File: src/rtl/evict_enq_pkg.sv
// Shared definitions for the eviction enqueue path: default bus widths,
// the eviction-path AXI ID, credit depth, line alignment and FSM encoding.
package evict_enq_pkg;

    localparam int unsigned AXI_ADDR_WIDTH        = 32;
    localparam int unsigned AXI_DATA_WIDTH        = 512;
    localparam int unsigned AXI_ID_WIDTH          = 4;
    localparam int unsigned AXI_ID                = 2;
    localparam int unsigned EVICT_MAX_OUTSTANDING = 16;
    localparam int unsigned EVICT_LINE_OFFSET     = 6;

    typedef enum logic [1:0] {
        S_IDLE  = 2'd0,
        S_HOLD  = 2'd1,
        S_WRITE = 2'd2
    } evict_state_e;

endpackage

File: src/rtl/evict_credit_cnt.sv
// Outstanding-eviction credit counter.
//   clk, rst_n : clock, synchronous active-low reset
//   inc        : one write enqueued this cycle
//   dec        : one write acknowledged this cycle
//   count      : writes enqueued but not yet acknowledged
//   underflow  : acknowledge with nothing outstanding (single-cycle pulse)
module evict_credit_cnt #(
    parameter int unsigned MAX   = 16,
    parameter int unsigned CNT_W = $clog2(MAX + 1)
) (
    input  logic             clk,
    input  logic             rst_n,
    input  logic             inc,
    input  logic             dec,
    output logic [CNT_W-1:0] count,
    output logic             underflow
);

    // A simultaneous inc/dec cancels out, so only a lone dec can underflow.
    assign underflow = dec && !inc && (count == '0);

    always_ff @(posedge clk) begin
        if (!rst_n) begin
            count <= '0;
        end else if (inc && !dec) begin
            count <= count + CNT_W'(1);
        end else if (dec && !inc && (count != '0)) begin
            count <= count - CNT_W'(1);
        end
    end

endmodule

File: src/rtl/evict_enq.sv
// Eviction enqueue: accepts victim lines from the cache controller, drops
// clean ones, and pushes dirty ones as a paired AW/W FIFO write once both
// FIFOs have room. Tracks write responses for the eviction ID.
//   victim_*     : victim request handshake, line address/data/dirty flag
//   awfifo_*     : AW FIFO almost-full in, write enable and address out
//   wfifo_*      : W FIFO almost-full in, write enable and data out
//   bid_i/bvalid_i/bready_o : write-response channel
//   outstanding_o: enqueued writes awaiting response
//   idle_o       : nothing latched and nothing outstanding
//   err_o        : sticky, response seen with nothing outstanding
module evict_enq
    import evict_enq_pkg::*;
#(
    parameter int unsigned ADDR_WIDTH      = AXI_ADDR_WIDTH,
    parameter int unsigned DATA_WIDTH      = AXI_DATA_WIDTH,
    parameter int unsigned ID_WIDTH        = AXI_ID_WIDTH,
    parameter int unsigned ID              = AXI_ID,
    parameter int unsigned MAX_OUTSTANDING = EVICT_MAX_OUTSTANDING,
    parameter int unsigned LINE_OFFSET     = EVICT_LINE_OFFSET
) (
    input  logic                                   clk,
    input  logic                                   rst_n,
    input  logic                                   victim_valid_i,
    output logic                                   victim_ready_o,
    input  logic [ADDR_WIDTH-1:0]                  victim_addr_i,
    input  logic [DATA_WIDTH-1:0]                  victim_data_i,
    input  logic                                   victim_dirty_i,
    input  logic                                   awfifo_afull_i,
    output logic                                   awfifo_wren_o,
    output logic [ADDR_WIDTH-1:0]                  awfifo_data_o,
    input  logic                                   wfifo_afull_i,
    output logic                                   wfifo_wren_o,
    output logic [DATA_WIDTH-1:0]                  wfifo_data_o,
    input  logic [ID_WIDTH-1:0]                    bid_i,
    input  logic                                   bvalid_i,
    output logic                                   bready_o,
    output logic [$clog2(MAX_OUTSTANDING+1)-1:0]   outstanding_o,
    output logic                                   idle_o,
    output logic                                   err_o
);

    localparam int unsigned CNT_W = $clog2(MAX_OUTSTANDING + 1);
    localparam logic [ADDR_WIDTH-1:0] LINE_MASK =
        ~ADDR_WIDTH'((64'd1 << LINE_OFFSET) - 64'd1);

    evict_state_e state_q, state_d;

    logic [ADDR_WIDTH-1:0] hold_addr_q;
    logic [DATA_WIDTH-1:0] hold_data_q;
    logic [ADDR_WIDTH-1:0] aw_data_q;
    logic [DATA_WIDTH-1:0] w_data_q;
    logic                  wren_q;
    logic                  run_q;
    logic                  err_q;
    logic [CNT_W-1:0]      count;
    logic                  underflow;
    logic                  accept;
    logic                  take_dirty;
    logic                  fifo_room;
    logic                  rsp;

    // run_q rises on the first clock after reset; it gates both ready
    // outputs so they are low throughout reset.
    assign fifo_room      = !awfifo_afull_i && !wfifo_afull_i;
    assign victim_ready_o = run_q && (state_q == S_IDLE) &&
                            (count < CNT_W'(MAX_OUTSTANDING));
    assign accept         = victim_valid_i && victim_ready_o;
    assign take_dirty     = accept && victim_dirty_i;
    assign rsp            = bvalid_i && run_q && (bid_i == ID_WIDTH'(ID));

    always_comb begin
        state_d = state_q;
        unique case (state_q)
            S_IDLE:  if (take_dirty) state_d = S_HOLD;
            S_HOLD:  if (fifo_room)  state_d = S_WRITE;
            S_WRITE: state_d = S_IDLE;
            default: state_d = S_IDLE;
        endcase
    end

    // The write pulse is registered on the HOLD->WRITE transition, so
    // wren_q is high exactly while the FSM sits in S_WRITE.
    always_ff @(posedge clk) begin
        if (!rst_n) begin
            state_q     <= S_IDLE;
            hold_addr_q <= '0;
            hold_data_q <= '0;
            aw_data_q   <= '0;
            w_data_q    <= '0;
            wren_q      <= 1'b0;
            run_q       <= 1'b0;
            err_q       <= 1'b0;
        end else begin
            state_q <= state_d;
            run_q   <= 1'b1;
            if (take_dirty) begin
                hold_addr_q <= victim_addr_i & LINE_MASK;
                hold_data_q <= victim_data_i;
            end
            wren_q <= (state_q == S_HOLD) && fifo_room;
            if ((state_q == S_HOLD) && fifo_room) begin
                aw_data_q <= hold_addr_q;
                w_data_q  <= hold_data_q;
            end
            if (underflow) begin
                err_q <= 1'b1;
            end
        end
    end

    evict_credit_cnt #(
        .MAX   (MAX_OUTSTANDING),
        .CNT_W (CNT_W)
    ) u_credit (
        .clk       (clk),
        .rst_n     (rst_n),
        .inc       (wren_q),
        .dec       (rsp),
        .count     (count),
        .underflow (underflow)
    );

    assign awfifo_wren_o = wren_q;
    assign wfifo_wren_o  = wren_q;
    assign awfifo_data_o = aw_data_q;
    assign wfifo_data_o  = w_data_q;
    assign bready_o      = run_q;
    assign outstanding_o = count;
    assign idle_o        = (state_q == S_IDLE) && (count == '0);
    assign err_o         = err_q;

endmodule

File: config.mk
export PLATFORM = sky130hd
export DESIGN_NAME = evict_enq
export DESIGN_NICKNAME = d
export VERILOG_FILES = /design/src/rtl/evict_enq_pkg.sv /design/src/rtl/evict_credit_cnt.sv /design/src/rtl/evict_enq.sv
export SDC_FILE = /design/constraint.sdc
export NUM_CORES = 2
export LEC_CHECK = 0
export ABC_AREA = 1
export CAP_MARGIN = 20
export CORE_AREA = 2 2 436 438
export DETAILED_ROUTE_END_ITERATION = 16
export DIE_AREA = 0 0 438 440
export GPL_TIMING_DRIVEN = 1
export PLACE_DENSITY = 0.36
export REMOVE_ABC_BUFFERS = 1
export SYNTH_ARGS = -nofsm -noshare
export SYNTH_HDL_FRONTEND = slang
export SYNTH_SLANG_ARGS = --single-unit
File: constraint.sdc
create_clock -name clk -period 2.5 [get_ports clk]
set_input_delay 0.625 -clock clk [delete_from_list [all_inputs] [get_ports clk]]
set_output_delay 0.625 -clock clk [all_outputs]
set_load 0.02 [all_outputs]
# Word level (Yosys, flattened, before mapping)
# Cells that the tools add are included.
[word_totals]
inputBits = 555
regBits = 1086
out_inout_bits = 555
word_cells = 44
[classes]
add_sub_neg = 2
n_eq_ne = 4
reduce_logical = 22
mux = 6
order_cmp = 1
[op_table]
columns = ["operator", "count"]
rows = [
  ["$logic_and A1 B1 Y1", 13],
  ["$mux W5", 2],
  ["$add A5 B1 Y5 const B", 1],
  ["$logic_not A5 Y1", 1],
  ["$lt A5 B5 Y1 const B", 1],
  ["$reduce_bool A5 Y1", 1],
  ["$sub A5 B1 Y5 const B", 1],
  ["$eq A4 B2 Y1 const B", 1],
  ["$logic_not A1 Y1", 4],
  ["$mux W2", 2],
  ["$ne A2 B2 Y1 const B", 2],
  ["$pmux W2 S2", 1],
  ["$eq A2 B1 Y1 const B", 1],
  ["$logic_not A2 Y1", 1],
  ["$reduce_and A2 Y1", 1],
  ["$reduce_bool A2 Y1", 1],
  ["$mux W1", 1],
]

# Depth between registers and ports, before layout
[depth]
ltp_word = 7
mapped_depth = 15
ltp_nobuf = 15

# Modules after synthesis
# A second synthesis with hierarchy kept.
[hier_totals]
hier_cells = 7085
area_unflattened_um2 = 47394.2
[by_module_without_submodules]
columns = ["mod", "seq_area_each_um2", "n_inst", "cells_per_inst", "area_each_um2"]
rows = [
  ["evict_enq", 21640.8, 1, 7027, 47013.8],
  ["evict_credit_cnt", 100.1, 1, 58, 380.4],
]

# Least setup slack after synthesis
# Ideal clock, no wire load.
[synth_timing]
kind = "input port to flip-flop"
start = "input port bvalid_i"
end = "register u_credit.count[4]"
n_path_buf = 0
required_time_ps = 2385
t_arrival_ps = 1905
path_stages = 15
slack_ps = 480
setup_time_ps = 115
path_cell_list = "nand2_1 inv_1 nand3_1 nand2_1 fa_1 inv_1 nor2_1 nor2_1 inv_1 nand2_1 nand2_1 inv_1 nand3_1 nand2_1 nor2_1"
[synth_between]
elab_chain_cells = 5
elab_cells_between_ends = 8
cone_classes = "1 x mux; 7 x reduce/logical"
[synth_lines]
columns = ["item", "line", "rtl"]
rows = [
  ["start, declared", "evict_enq.sv:35", "input logic bvalid_i,"],
  ["$logic_and A1 B1 Y1 * (2 in a row)", "evict_enq.sv:69", "assign rsp = bvalid_i && run_q && (bid_i == ID_WIDTH'(ID));"],
  ["$logic_not A1 Y1 or $logic_and A1 B1 Y1 (tied branches)", "evict_credit_cnt.sv:25, evict_credit_cnt.sv:27", ""],
  ["$logic_and A1 B1 Y1, on equally long branches", "evict_credit_cnt.sv:25, evict_credit_cnt.sv:27", ""],
  ["$mux W5 or $reduce_bool A2 Y1 (tied branches)", "--", ""],
  ["end signal, assigned", "evict_credit_cnt.sv:26", "count <= count + CNT_W'(1);"],
  ["end signal, assigned", "evict_credit_cnt.sv:28", "count <= count - CNT_W'(1);"],
  ["end, declared", "evict_credit_cnt.sv:15", "output logic [CNT_W-1:0] count,"],
]
# Every way passes the cells marked *; elsewhere a longest branch is shown, timed or not.
# A chain may end at the register's enable or synchronous reset.

# Worst setup path after layout
[layout_timing]
start = "register w_data_q[67] (netlist: wfifo_data_o[67])"
end = "output port wfifo_data_o[67]"
[layout_lines]
columns = ["item", "line", "rtl"]
rows = [
  ["start, declared", "evict_enq.sv:51", "logic [DATA_WIDTH-1:0] w_data_q;"],
  ["start signal, assigned", "evict_enq.sv:103", "w_data_q <= hold_data_q;"],
  ["end, declared", "evict_enq.sv:33", "output logic [DATA_WIDTH-1:0] wfifo_data_o,"],
]
# No word-level cell between the ends.

==> run summary <==
Clock Latency Late Sink = 0.78 ns
Final hold violations = 0
Overall Global Routing Usage = 0.1475
WHS Path Cells = 3
Max stage delay on crit path = 0.68 ns
Global route total overflow = 0
DRC viols = 0
Area share of the largest cell type after synthesis = 0.5901
#FFs+latches synth = 1086
Placer's final routability congestion estimate = 0.7896
Fmax = 417.6 MHz
Post-route cell area = 55320 um2
Syn avg cell area = 8.741 um2
Status = finished clean
# hold bufs at CTS = 0
Multi-input gate area = 11120 um2
# nets final = 5825
Number of synthesized flops with an enable pin = 0
Clock-pin slew of the registers on the worst-case setup and hold paths = 0.06 ns
Register area share after synthesis = 0.5901
Layout cells sized above 1 = 0.07304
DIE WIDTH = 438 um
Reg-to-reg startpoint = state_q[1]
# clock sinks = 1086
Root buf cell = clkbuf_16
Worst r2r dst = hold_data_q[354]
Pwr dens = 738.3 nW/um2
Area after DPL = 51080 um2
WP data required = 1.88 ns
Crit-path max FO = 2
Hold slack = 0.2951 ns
P_leak = 21.10 nW
Mapped Cells = 4215
CP Class = reg -> out
Largest net degree at the start of global routing = 89
Die Span Y = 440 um
RSZ-0062 raised after global routing = no
Fraction of registers with async set/reset = 0
Die ar. = 192700 um2
Mapped cell area = 36840 um2
Hold Path End = wfifo_data_o[286]
Final Max Tran Viols = 0
Warnings, synthesis = 0
H-tree lvl count = 4
Clock Tree Buf Depth = 3
Port bufs = 1097
First-pass GRT wire length = 212400 um
Fin util = 0.2934
Hold Path Class = in -> reg
Layout area overhead = 50.15%
CP Launch Type = register
Fillers = 20.16k
Largest area contributor in the synthesized netlist = dfxtp_1
Final Skew = 0.03435 ns
Fin crit share = 0.9580
Drt pass-1 iters = 4
Vias post-DR = 31.95k
Detailed Route WL = 147800 um
Core Footprint = 188600 um2
First DRT Iteration DRCs = 1373
Most numerous cell in the Yosys netlist = dfxtp_1
Finished Layout Cells = 7888
Max VDD drop = 0.4716 mV
Routed len/inst = 18.74 um
Storage cell area = 21750 um2
Avg Vias per Cell = 4.051
Register-to-Register Path Depth = 9
Vias in the first global route = 30.73k
Primary FF master, synth = dfxtp_1
Synth top cells by count = dfxtp_1 (1086), o21ai_0 (1081), a21oi_1 (1080)
Inserted Clock Buffers = 135
Crit path cell chain = clkdlybuf4s50_1
HPWL Detailed = 109500 um
Cells after DPL = 7638
Min cycle time layout = 2.395 ns
TritonCTS clock tree = built
Ranking of synthesized cells by area = dfxtp_1 (59%), o21ai_0 (15%), a21oi_1 (15%)
CP bufs+invs = 1
Arrival time at the worst endpoint = 1.77 ns
Setup Viol. Count Final = 0
Cell Rows = 160
R2r setup slk = 0.54 ns
MaxCap Viol Count = 0
Setup TNS = 0 ns
Boundary Pins = 1110
Top Family by Delay on Critical Path = buffers and inverters
CP max-delay cell = clkdlybuf4s50_1
Crit. End Element = output pin
Initial antenna violation count = 38
Netlist cell types = 20
Min-delay src = rst_n
Antenna viol nets, final = 0
Initial Util = 0.1954
## where the power goes
group	leakage (nW)	internal, mW	switching (mW)
clock	2.18	11.6	7.86
combinational	10.1	1.59	1.66
sequential	8.83	17.9	0.182
total	21.1	31.1	9.70
## metal layers
metal	track usage	share of wire	up-vias
met4	0.05495	0.031	30
met3	0.04618	0.065	247
met2	0.2544	0.50	726
met1	0.1701	0.41	14720
li1	-	-	16230
met5	0	0.0014	-
## layout make-up
type                       instances  share of cell area
inverter                         552             0.03759
sequential                      1086              0.3931
multi-input combinational       2217              0.2010
clock buffer                     210             0.07502
clock inverter                    28            0.004637
tap                             2511             0.05679
antenna                           10           0.0004523
timing repair buffer            1274              0.2314
## logic make-up after synthesis
group,count (synthesis),synth area share
compound gates,2161,0.2935
flops,1086,0.5901
buf+inv,917,0.1093
simple gates,44,0.004924
fa+ha+maj,4,0.001562
xor+xnor,2,0.0004755
other cells,1,0.0001018
## flip-flops by register name, summed over array words and instances (netlist names)
register and count:
err_o 1, bready_o 1, wfifo_data_o 512, hold_data_q 512, awfifo_wren_o 1, state_q 2
u_credit.count 5, awfifo_data_o 26, hold_addr_q 26
## worst max-delay path by stage
stage / slack, ns / end / depth (start not counted) / startpoint
floorplan: -9.91 / hold_addr_q[10] / 5 / bready_o
global placement: -0.20 / u_credit.count[4] / 15 / bid_i[3]
detailed placement: -0.13 / u_credit.count[4] / 15 / bid_i[3]
CTS: -0.10 / idle_o / 5 / u_credit.count[4]
global route: 0.001 / wfifo_data_o[208] / 1 / wfifo_data_o[208]
finish: 0.11 / wfifo_data_o[67] / 1 / wfifo_data_o[67]
## metrics by stage
| stage | power (mW) | worst slack [ns] |
|---|---|---|
| finish | 40.84 | 0.1051 |
| global route | 42.72 | 0.001212 |
| CTS | 41.71 | -0.1014 |
| detailed placement | 21.84 | -0.1261 |
| global placement | 21.82 | -0.2008 |
| floorplan | 19.80 | -9.908 |
## cells in the final DEF (no fill, tap or decap), drive strengths merged
cell | Yosys | final
clkinv | 0 | 18
bufinv | 0 | 2
ha | 3 | 3
a21oi | 1080 | 1080
dlymetal6s2s | 0 | 6
or2 | 1 | 1
inv | 552 | 559
nand3 | 5 | 5
nor2 | 24 | 24
diode | 0 | 10
clkbuf | 213 | 210
fa | 1 | 1
o21ai | 1081 | 1081
nand2 | 14 | 14
dlygate4sd2 | 0 | 189
buf | 152 | 180
conb | 1 | 6
clkinvlp | 0 | 1
xor2 | 2 | 2
dfxtp | 1086 | 1086
clkdlybuf4s50 | 0 | 899
## repair_timing
item,CTS,global route
pin swaps,0,2
endpoints found under the setup margin,191,8
resized for setup,199,15
setup buffers,0,2
Note: power is estimated with default switching activity, not from simulation.
